==> config.mk <==
export PLATFORM = sky130hd
export DESIGN_NAME = vreg_xbar_burst_flat
export DESIGN_NICKNAME = d
export VERILOG_FILES = /design/src/rtl/vreg_xbar_burst_if.sv /design/src/rtl/vreg_xbar_burst.sv /design/src/flat_wrapper.sv
export SDC_FILE = /design/constraint.sdc
export NUM_CORES = 2
export LEC_CHECK = 0
export ABC_AREA = 1
export CORE_AREA = 10 10 655 657
export CTS_BUF_LIST = sky130_fd_sc_hd__clkbuf_16
export DETAILED_ROUTE_END_ITERATION = 10
export DIE_AREA = 0 0 665 667
export GPL_TIMING_DRIVEN = 0
export PLACE_DENSITY = 0.35
export SLEW_MARGIN = 30
export SYNTH_ARGS = -nofsm -noshare
export SYNTH_HDL_FRONTEND = slang
export SYNTH_SLANG_ARGS = --single-unit
==> constraint.sdc <==
create_clock -name clk -period 9.96 [get_ports clk]
set_input_delay 1.992 -clock clk [delete_from_list [all_inputs] [get_ports clk]]
set_output_delay 1.992 -clock clk [all_outputs]
set_load 0.05 [all_outputs]
==> src/rtl/vreg_xbar_burst_if.sv <==
// rtl/vreg_xbar_burst_if.sv - request, bank and response bundle of the vector-register crossbar
//
// Purpose: groups every lane-port and bank-side signal of vreg_xbar_burst.
//   master modport: lane ports plus bank model (drives requests and bank_rdata)
//   slave modport : the crossbar itself
// Signals:
//   req_vld/req_rdy/req_bank/req_we/req_addr/req_wdata/req_len : per-port beat request
//   bank_rd_en/bank_we/bank_addr/bank_wdata/bank_rdata          : per-bank register access
//   rsp_vld/rsp_we/rsp_bank/rsp_rdata                            : per-port response
interface vreg_xbar_burst_if #(
  parameter int NUM_PORT = 4,
  parameter int NUM_BANK = 8,
  parameter int ADDR_W   = 6,
  parameter int DATA_W   = 64,
  parameter int LEN_W    = 4
);
  localparam int BANK_W = (NUM_BANK > 1) ? $clog2(NUM_BANK) : 1;

  logic [NUM_PORT-1:0]          req_vld;
  logic [NUM_PORT-1:0]          req_rdy;
  logic [NUM_PORT*BANK_W-1:0]   req_bank;
  logic [NUM_PORT-1:0]          req_we;
  logic [NUM_PORT*ADDR_W-1:0]   req_addr;
  logic [NUM_PORT*DATA_W-1:0]   req_wdata;
  logic [NUM_PORT*LEN_W-1:0]    req_len;

  logic [NUM_BANK-1:0]          bank_rd_en;
  logic [NUM_BANK-1:0]          bank_we;
  logic [NUM_BANK*ADDR_W-1:0]   bank_addr;
  logic [NUM_BANK*DATA_W-1:0]   bank_wdata;
  logic [NUM_BANK*DATA_W-1:0]   bank_rdata;

  logic [NUM_PORT-1:0]          rsp_vld;
  logic [NUM_PORT-1:0]          rsp_we;
  logic [NUM_PORT*BANK_W-1:0]   rsp_bank;
  logic [NUM_PORT*DATA_W-1:0]   rsp_rdata;

  modport master (
    output req_vld, req_bank, req_we, req_addr, req_wdata, req_len,
    input  req_rdy,
    input  bank_rd_en, bank_we, bank_addr, bank_wdata,
    output bank_rdata,
    input  rsp_vld, rsp_we, rsp_bank, rsp_rdata
  );

  modport slave (
    input  req_vld, req_bank, req_we, req_addr, req_wdata, req_len,
    output req_rdy,
    output bank_rd_en, bank_we, bank_addr, bank_wdata,
    input  bank_rdata,
    output rsp_vld, rsp_we, rsp_bank, rsp_rdata
  );
endinterface

==> src/rtl/vreg_xbar_burst.sv <==
// rtl/vreg_xbar_burst.sv - lane-port to vector-register-bank crossbar with burst-locking arbiters
//
// Purpose: routes NUM_PORT lane ports onto NUM_BANK register banks. Each bank runs a
//   round-robin arbiter; a winner with a multi-beat burst locks the bank until its last
//   beat so beats of one vector access are never interleaved. Responses (read data or
//   write ack) return to the issuing port exactly one cycle after acceptance.
// Ports:
//   clk   : clock
//   reset : synchronous, active-high reset
//   bus   : vreg_xbar_burst_if.slave (requests, bank access, responses)
// Optional build macro: XBAR_LOCK_TIMEOUT_EN - a locked bank that sees LOCK_TIMEOUT
//   consecutive cycles without an accepted beat drops the lock and re-arbitrates.
module vreg_xbar_burst #(
  parameter int NUM_PORT = 4,
  parameter int NUM_BANK = 8,
  parameter int ADDR_W   = 6,
  parameter int DATA_W   = 64,
  parameter int LEN_W    = 4
`ifdef XBAR_LOCK_TIMEOUT_EN
  ,
  parameter int LOCK_TIMEOUT = 16
`endif
) (
  input  logic             clk,
  input  logic             reset,
  vreg_xbar_burst_if.slave bus
);

  localparam int PORT_W = (NUM_PORT > 1) ? $clog2(NUM_PORT) : 1;
  localparam int BANK_W = (NUM_BANK > 1) ? $clog2(NUM_BANK) : 1;
`ifdef XBAR_LOCK_TIMEOUT_EN
  localparam int CNT_W  = $clog2(LOCK_TIMEOUT + 1);
`endif

  typedef enum logic {
    S_IDLE   = 1'b0,
    S_LOCKED = 1'b1
  } bank_state_t;

  bank_state_t       state_q  [NUM_BANK];
  bank_state_t       state_d  [NUM_BANK];
  logic [PORT_W-1:0] owner_q  [NUM_BANK];
  logic [PORT_W-1:0] owner_d  [NUM_BANK];
  logic [LEN_W-1:0]  remain_q [NUM_BANK];
  logic [LEN_W-1:0]  remain_d [NUM_BANK];
  logic [PORT_W-1:0] rr_q     [NUM_BANK];
  logic [PORT_W-1:0] rr_d     [NUM_BANK];
`ifdef XBAR_LOCK_TIMEOUT_EN
  logic [CNT_W-1:0]  cnt_q    [NUM_BANK];
  logic [CNT_W-1:0]  cnt_d    [NUM_BANK];
`endif

  logic [NUM_BANK-1:0] gnt_vld;
  logic [PORT_W-1:0]   gnt_port [NUM_BANK];
  logic [NUM_PORT-1:0] port_locked;

  logic [NUM_PORT-1:0] rsp_vld_q;
  logic [NUM_PORT-1:0] rsp_we_q;
  logic [BANK_W-1:0]   rsp_bank_q [NUM_PORT];

  function automatic logic [PORT_W-1:0] next_port(input logic [PORT_W-1:0] p);
    if (p == PORT_W'(NUM_PORT - 1)) begin
      return '0;
    end
    return p + PORT_W'(1);
  endfunction

  // A port mid-burst on one bank must not be granted by any other bank.
  always_comb begin
    port_locked = '0;
    for (int b = 0; b < NUM_BANK; b++) begin
      if (state_q[b] == S_LOCKED) begin
        port_locked[owner_q[b]] = 1'b1;
      end
    end
  end

  // Per-bank arbitration and next state.
  always_comb begin
    logic              found;
    logic [PORT_W-1:0] cand_port;
    logic [LEN_W-1:0]  first_len;
    int                idx;

    found     = 1'b0;
    cand_port = '0;
    first_len = '0;
    idx       = 0;

    for (int b = 0; b < NUM_BANK; b++) begin
      state_d[b]  = state_q[b];
      owner_d[b]  = owner_q[b];
      remain_d[b] = remain_q[b];
      rr_d[b]     = rr_q[b];
`ifdef XBAR_LOCK_TIMEOUT_EN
      cnt_d[b]    = cnt_q[b];
`endif
      gnt_vld[b]  = 1'b0;
      gnt_port[b] = '0;
    end

    for (int b = 0; b < NUM_BANK; b++) begin
      if (state_q[b] == S_IDLE) begin
        // Circular search starting at rr_q: first unlocked port asking for this bank.
        found     = 1'b0;
        cand_port = '0;
        for (int k = 0; k < NUM_PORT; k++) begin
          idx = (int'(rr_q[b]) + k) % NUM_PORT;
          if (!found && bus.req_vld[idx] && !port_locked[idx] &&
              bus.req_bank[idx*BANK_W +: BANK_W] == BANK_W'(b)) begin
            found     = 1'b1;
            cand_port = PORT_W'(idx);
          end
        end
        gnt_vld[b]  = found;
        gnt_port[b] = cand_port;
      end else begin
        // Locked: only the owner, and only while it points at this bank.
        gnt_vld[b]  = bus.req_vld[owner_q[b]] &&
                      (bus.req_bank[int'(owner_q[b])*BANK_W +: BANK_W] == BANK_W'(b));
        gnt_port[b] = owner_q[b];
      end

      if (reset) begin
        gnt_vld[b] = 1'b0;
      end

      if (gnt_vld[b]) begin
        first_len = bus.req_len[int'(gnt_port[b])*LEN_W +: LEN_W];
        if (state_q[b] == S_IDLE) begin
          // A length of 0 or 1 is a single beat and never locks the bank.
          if (first_len <= LEN_W'(1)) begin
            rr_d[b] = next_port(gnt_port[b]);
          end else begin
            state_d[b]  = S_LOCKED;
            owner_d[b]  = gnt_port[b];
            remain_d[b] = first_len - LEN_W'(1);
          end
        end else if (remain_q[b] == LEN_W'(1)) begin
          state_d[b]  = S_IDLE;
          remain_d[b] = '0;
          rr_d[b]     = next_port(owner_q[b]);
        end else begin
          remain_d[b] = remain_q[b] - LEN_W'(1);
        end
`ifdef XBAR_LOCK_TIMEOUT_EN
        cnt_d[b] = '0;
`endif
      end
`ifdef XBAR_LOCK_TIMEOUT_EN
      else if (state_q[b] == S_LOCKED) begin
        // The LOCK_TIMEOUT-th consecutive idle cycle releases the lock.
        if (cnt_q[b] == CNT_W'(LOCK_TIMEOUT - 1)) begin
          state_d[b]  = S_IDLE;
          remain_d[b] = '0;
          rr_d[b]     = next_port(owner_q[b]);
          cnt_d[b]    = '0;
        end else begin
          cnt_d[b] = cnt_q[b] + CNT_W'(1);
        end
      end
`endif
    end
  end

  always_ff @(posedge clk) begin
    if (reset) begin
      for (int b = 0; b < NUM_BANK; b++) begin
        state_q[b]  <= S_IDLE;
        owner_q[b]  <= '0;
        remain_q[b] <= '0;
        rr_q[b]     <= '0;
`ifdef XBAR_LOCK_TIMEOUT_EN
        cnt_q[b]    <= '0;
`endif
      end
    end else begin
      for (int b = 0; b < NUM_BANK; b++) begin
        state_q[b]  <= state_d[b];
        owner_q[b]  <= owner_d[b];
        remain_q[b] <= remain_d[b];
        rr_q[b]     <= rr_d[b];
`ifdef XBAR_LOCK_TIMEOUT_EN
        cnt_q[b]    <= cnt_d[b];
`endif
      end
    end
  end

  // Grant fan-out: handshake back to the port, access strobes out to the bank.
  always_comb begin
    bus.req_rdy    = '0;
    bus.bank_rd_en = '0;
    bus.bank_we    = '0;
    bus.bank_addr  = '0;
    bus.bank_wdata = '0;
    for (int b = 0; b < NUM_BANK; b++) begin
      if (gnt_vld[b]) begin
        bus.req_rdy[gnt_port[b]]              = 1'b1;
        bus.bank_we[b]                        = bus.req_we[gnt_port[b]];
        bus.bank_rd_en[b]                     = !bus.req_we[gnt_port[b]];
        bus.bank_addr[b*ADDR_W +: ADDR_W]     = bus.req_addr[int'(gnt_port[b])*ADDR_W +: ADDR_W];
        bus.bank_wdata[b*DATA_W +: DATA_W]    = bus.req_wdata[int'(gnt_port[b])*DATA_W +: DATA_W];
      end
    end
  end

  // req_rdy is only ever raised alongside req_vld, so it marks an accepted beat.
  always_ff @(posedge clk) begin
    if (reset) begin
      rsp_vld_q <= '0;
      rsp_we_q  <= '0;
      for (int p = 0; p < NUM_PORT; p++) begin
        rsp_bank_q[p] <= '0;
      end
    end else begin
      rsp_vld_q <= bus.req_rdy;
      for (int p = 0; p < NUM_PORT; p++) begin
        if (bus.req_rdy[p]) begin
          rsp_we_q[p]   <= bus.req_we[p];
          rsp_bank_q[p] <= bus.req_bank[p*BANK_W +: BANK_W];
        end
      end
    end
  end

  // Read data arrives from the bank one cycle after the strobe, so it is picked up
  // combinationally using the bank index registered with the accepted beat.
  always_comb begin
    bus.rsp_vld   = rsp_vld_q;
    bus.rsp_we    = rsp_we_q;
    bus.rsp_bank  = '0;
    bus.rsp_rdata = '0;
    for (int p = 0; p < NUM_PORT; p++) begin
      bus.rsp_bank[p*BANK_W +: BANK_W] = rsp_bank_q[p];
      if (!rsp_we_q[p]) begin
        bus.rsp_rdata[p*DATA_W +: DATA_W] = bus.bank_rdata[int'(rsp_bank_q[p])*DATA_W +: DATA_W];
      end
    end
  end

endmodule

==> src/flat_wrapper.sv <==
// flat-port wrapper written by rule: the top's interface ports become plain ports
module vreg_xbar_burst_flat 
#(
  parameter int NUM_PORT = 4,
  parameter int NUM_BANK = 8,
  parameter int ADDR_W   = 6,
  parameter int DATA_W   = 64,
  parameter int LEN_W    = 4

)
  (clk, reset, bus_req_vld, bus_req_bank, bus_req_we, bus_req_addr, bus_req_wdata, bus_req_len, bus_req_rdy, bus_bank_rd_en, bus_bank_we, bus_bank_addr, bus_bank_wdata, bus_bank_rdata, bus_rsp_vld, bus_rsp_we, bus_rsp_bank, bus_rsp_rdata);
  vreg_xbar_burst_if #(.NUM_PORT(NUM_PORT), .NUM_BANK(NUM_BANK), .ADDR_W(ADDR_W), .DATA_W(DATA_W), .LEN_W(LEN_W)) bus_i ();
  input  logic clk;
  input  logic reset;
  input wire logic [$bits(bus_i.req_vld)-1:0] bus_req_vld;
  input wire logic [$bits(bus_i.req_bank)-1:0] bus_req_bank;
  input wire logic [$bits(bus_i.req_we)-1:0] bus_req_we;
  input wire logic [$bits(bus_i.req_addr)-1:0] bus_req_addr;
  input wire logic [$bits(bus_i.req_wdata)-1:0] bus_req_wdata;
  input wire logic [$bits(bus_i.req_len)-1:0] bus_req_len;
  output wire logic [$bits(bus_i.req_rdy)-1:0] bus_req_rdy;
  output wire logic [$bits(bus_i.bank_rd_en)-1:0] bus_bank_rd_en;
  output wire logic [$bits(bus_i.bank_we)-1:0] bus_bank_we;
  output wire logic [$bits(bus_i.bank_addr)-1:0] bus_bank_addr;
  output wire logic [$bits(bus_i.bank_wdata)-1:0] bus_bank_wdata;
  input wire logic [$bits(bus_i.bank_rdata)-1:0] bus_bank_rdata;
  output wire logic [$bits(bus_i.rsp_vld)-1:0] bus_rsp_vld;
  output wire logic [$bits(bus_i.rsp_we)-1:0] bus_rsp_we;
  output wire logic [$bits(bus_i.rsp_bank)-1:0] bus_rsp_bank;
  output wire logic [$bits(bus_i.rsp_rdata)-1:0] bus_rsp_rdata;
  assign bus_i.req_vld = bus_req_vld;
  assign bus_i.req_bank = bus_req_bank;
  assign bus_i.req_we = bus_req_we;
  assign bus_i.req_addr = bus_req_addr;
  assign bus_i.req_wdata = bus_req_wdata;
  assign bus_i.req_len = bus_req_len;
  assign bus_req_rdy = bus_i.req_rdy;
  assign bus_bank_rd_en = bus_i.bank_rd_en;
  assign bus_bank_we = bus_i.bank_we;
  assign bus_bank_addr = bus_i.bank_addr;
  assign bus_bank_wdata = bus_i.bank_wdata;
  assign bus_i.bank_rdata = bus_bank_rdata;
  assign bus_rsp_vld = bus_i.rsp_vld;
  assign bus_rsp_we = bus_i.rsp_we;
  assign bus_rsp_bank = bus_i.rsp_bank;
  assign bus_rsp_rdata = bus_i.rsp_rdata;
  vreg_xbar_burst #(.NUM_PORT(NUM_PORT), .NUM_BANK(NUM_BANK), .ADDR_W(ADDR_W), .DATA_W(DATA_W), .LEN_W(LEN_W)) u_core (.clk(clk), .reset(reset), .bus(bus_i));
endmodule
==> flow_metrics.tcl <==
set metrics [dict create \
    status "complete, but fails checks" \
    violations "setup timing" \
    cp.arrival_ns 8.06 \
    hold_start "u_core.remain_q[0][13]" \
    reg2regPathDepth 28 \
    period_share_pct 101 \
    crit_type "in2out" \
    yosysWarnings 0 \
    num_vias 90289 \
    worstMarginPinSlew_ns 1.28 \
    die_height_um 667 \
    die_w_um 665 \
    clockRootBuffer "clkbuf_16" \
    drv_slew 0 \
    clock_sinks 92 \
    grt_overflow_total 0 \
    tns_ns -0.0913 \
    place.gp.congestion 0.993 \
    wl_per_cell_um 41.0 \
    drive_gt1_share_pct 6.45 \
    dp_hpwl_mm 574 \
    grt_max_degree 20 \
    setup_violations 1 \
    async_reset_ff_share_pct 0 \
    h-tree-depth 3 \
    postCtsSetupBuffers 0 \
    grt_pass1_wl_mm 884 \
    worstReg2RegEnd "u_core.rsp_bank_q[0][0]" \
    cts.path.max_buffers 2 \
    min_to "u_core.remain_q[0][13]" \
    place_area_um2 72900 \
    syn_nets 10749 \
    cts_tree "done" \
    max_cap_viol_count 0 \
    skew_ns 0.0286 \
    cts_buffers 9 \
    rows 237 \
    die-area_um2 444000 \
    area_growth_syn_to_layout_pct 47.3 \
    avgViaCountPerCell 5.30 \
    worstSetupStartpointType "input port" \
    synth_cell_types 65 \
    ant_nets 0 \
    clkTransAtPathRegs_ns 0.08 \
    final_cells 17034 \
    core_um2 415000 \
    drc 0 \
    relSlewSlack_pct 14.4 \
    worst_slack_ns -0.0913 \
    post_cts_resized 8 \
    ys_seq_area_share_pct 3.92 \
    reg2reg_from "u_core.rr_q[0][6]" \
    endpoint_kind "primary output" \
    port_buffers 1521 \
    synthFlopType "dfxtp_1" \
    start_util_pct 12.0 \
    nNetsFinal 12305 \
    ctsHoldBuffers 0 \
    firstDrtPassIters 8 \
    post-place-cells 16839 \
    grt_antenna_before_repair 319 \
    synth_seq_cells 92 \
    finish.utilization_pct 17.8 \
    min_period_ns 10.05 \
    wirelength_mm 698 \
    synthesis.instances 9796 \
    synth-edff-count 12 \
    ioPinCount 1686 \
    r2r_setup_slack_ns 3.34 \
    drt-initial-drc-count 12877 \
    layout_commonest_cell "o21ai_0" \
    avgSynthCellArea_um2 5.11 \
    hp-class "reg2reg" \
    clock_latency_ns 0.46 \
    synth_area_um2 50100 \
    grt.total_usage_pct 29.4 \
    rsz0062_at_grt "no" \
    crit_fanout 10 \
    critPathRequiredTime_ns 7.97 \
    final_cell_mix "o21ai_0 (2367), a21oi_1 (1647), clkdlybuf4s50_1 (1491)" \
    final_area_um2 73800 \
    grt_pass1_vias 82720 \
    fmax_mhz 99.5 \
    min_path_cells 2 \
    hold_viol_final 0 \
]
[worst max path at each step]
stage	start	end	slack [ns]	cells past startpoint
after floorplan	bus_req_bank[8]	bus_bank_wdata[189]	2.83	22
after global placement	bus_req_bank[1]	bus_req_rdy[3]	-0.64	22
after detailed placement	bus_req_bank[1]	bus_req_rdy[3]	-0.72	22
after CTS	bus_req_bank[1]	bus_req_rdy[3]	0.01	24
after global routing	bus_req_bank[3]	bus_bank_wdata[283]	0.01	22
final	bus_req_vld[2]	bus_bank_wdata[219]	-0.09	18
[sequential cells by signal, indices dropped and copies added, names as in the netlist]
name                flops
u_core.remain_q        32
u_core.owner_q         16
u_core.rr_q            16
u_core.rsp_bank_q      12
u_core.state_q          8
u_core.bus.rsp_vld      4
u_core.bus.rsp_we       4
[layout make-up]
class	instances	area [µm²]
fillers	49021	342000
clock buffers	9	225
repair buffers	1547	15700
flip-flops and latches	92	1960
plain buffers	1111	5080
diodes	180	450
clock inverters	7	80.1
inverters	637	2400
multi-input cells	7954	41000
well taps	5497	6880
[stage by stage]
stage | hold slack [ns] | worst slack [ns]
global route | 0.504 | 0.0147
CTS | 0.471 | 0.0115
floorplan | 0.439 | 2.83
global placement | 0.453 | -0.636
detailed placement | 0.458 | -0.718
finish | 0.468 | -0.0913
[synthesized netlist by cell type (all sizes together), types with 8 or more instances]
cell    instances  area share, %
nand3         420            4.6
dfxtp          80            3.2
nand2        1324             10
inv           627            4.7
o22ai          51           0.64
a21oi        1657             17
o211ai        278            4.2
o21ai        2512             25
nand4          80            1.2
a211oi         38           0.58
nand3b         12           0.19
o21a            9           0.13
xnor2          11           0.21
buf           401            4.7
ha            123            3.1
nor2          575            4.5
clkinv         10          0.075
and3            8           0.10
clkbuf        712            5.3
or2             9           0.11
a31oi         263            3.3
nor3          533            5.3
edfxtp         12           0.72
[kinds of logic after synthesis]
| family | after synthesis | share of synthesized area, % |
|---|---|---|
| XOR/XNOR | 15 | 0.360 |
| multiplexers | 1 | 0.0200 |
| buffers and inverters | 1750 | 14.8 |
| adder cells (fa/ha/maj) | 123 | 3.07 |
| AO/OA/AOI/OAI | 4846 | 51.3 |
| flip-flops | 92 | 3.92 |
| AND/OR/NAND/NOR | 2969 | 26.5 |
[routing by layer]
metal / vias to the layer above / global-route usage [%] / part of all wire [%]
met2: 6722 / 51.0 / 48
met1: 43768 / 30.3 / 34
li1: 37934 / - / -
met3: 1805 / 7.09 / 8.6
met5: - / 0 / 0.054
met4: 60 / 23.3 / 9.8
[worst max-delay path, cell delays in order]
cell and delay, ns:
clkdlybuf4s50_1 0.82, inv_2 0.28, o21ai_0 0.32, nand2_1 0.08, nor3_1 0.19, nand2_1 0.14, nand2_2 0.13, inv_2 0.05
a31oi_1 0.22, nand2_1 0.13, nand3_4 0.14, nand2_4 0.11, clkinv_2 0.46, buf_4 0.43, clkbuf_1 0.62, a21oi_1 0.15
nor3_1 0.74, clkdlybuf4s50_1 0.98
Power is left out: the tool's default activity adds up to more than one toggle a clock period on the data nets, which glitch-free logic cannot reach.
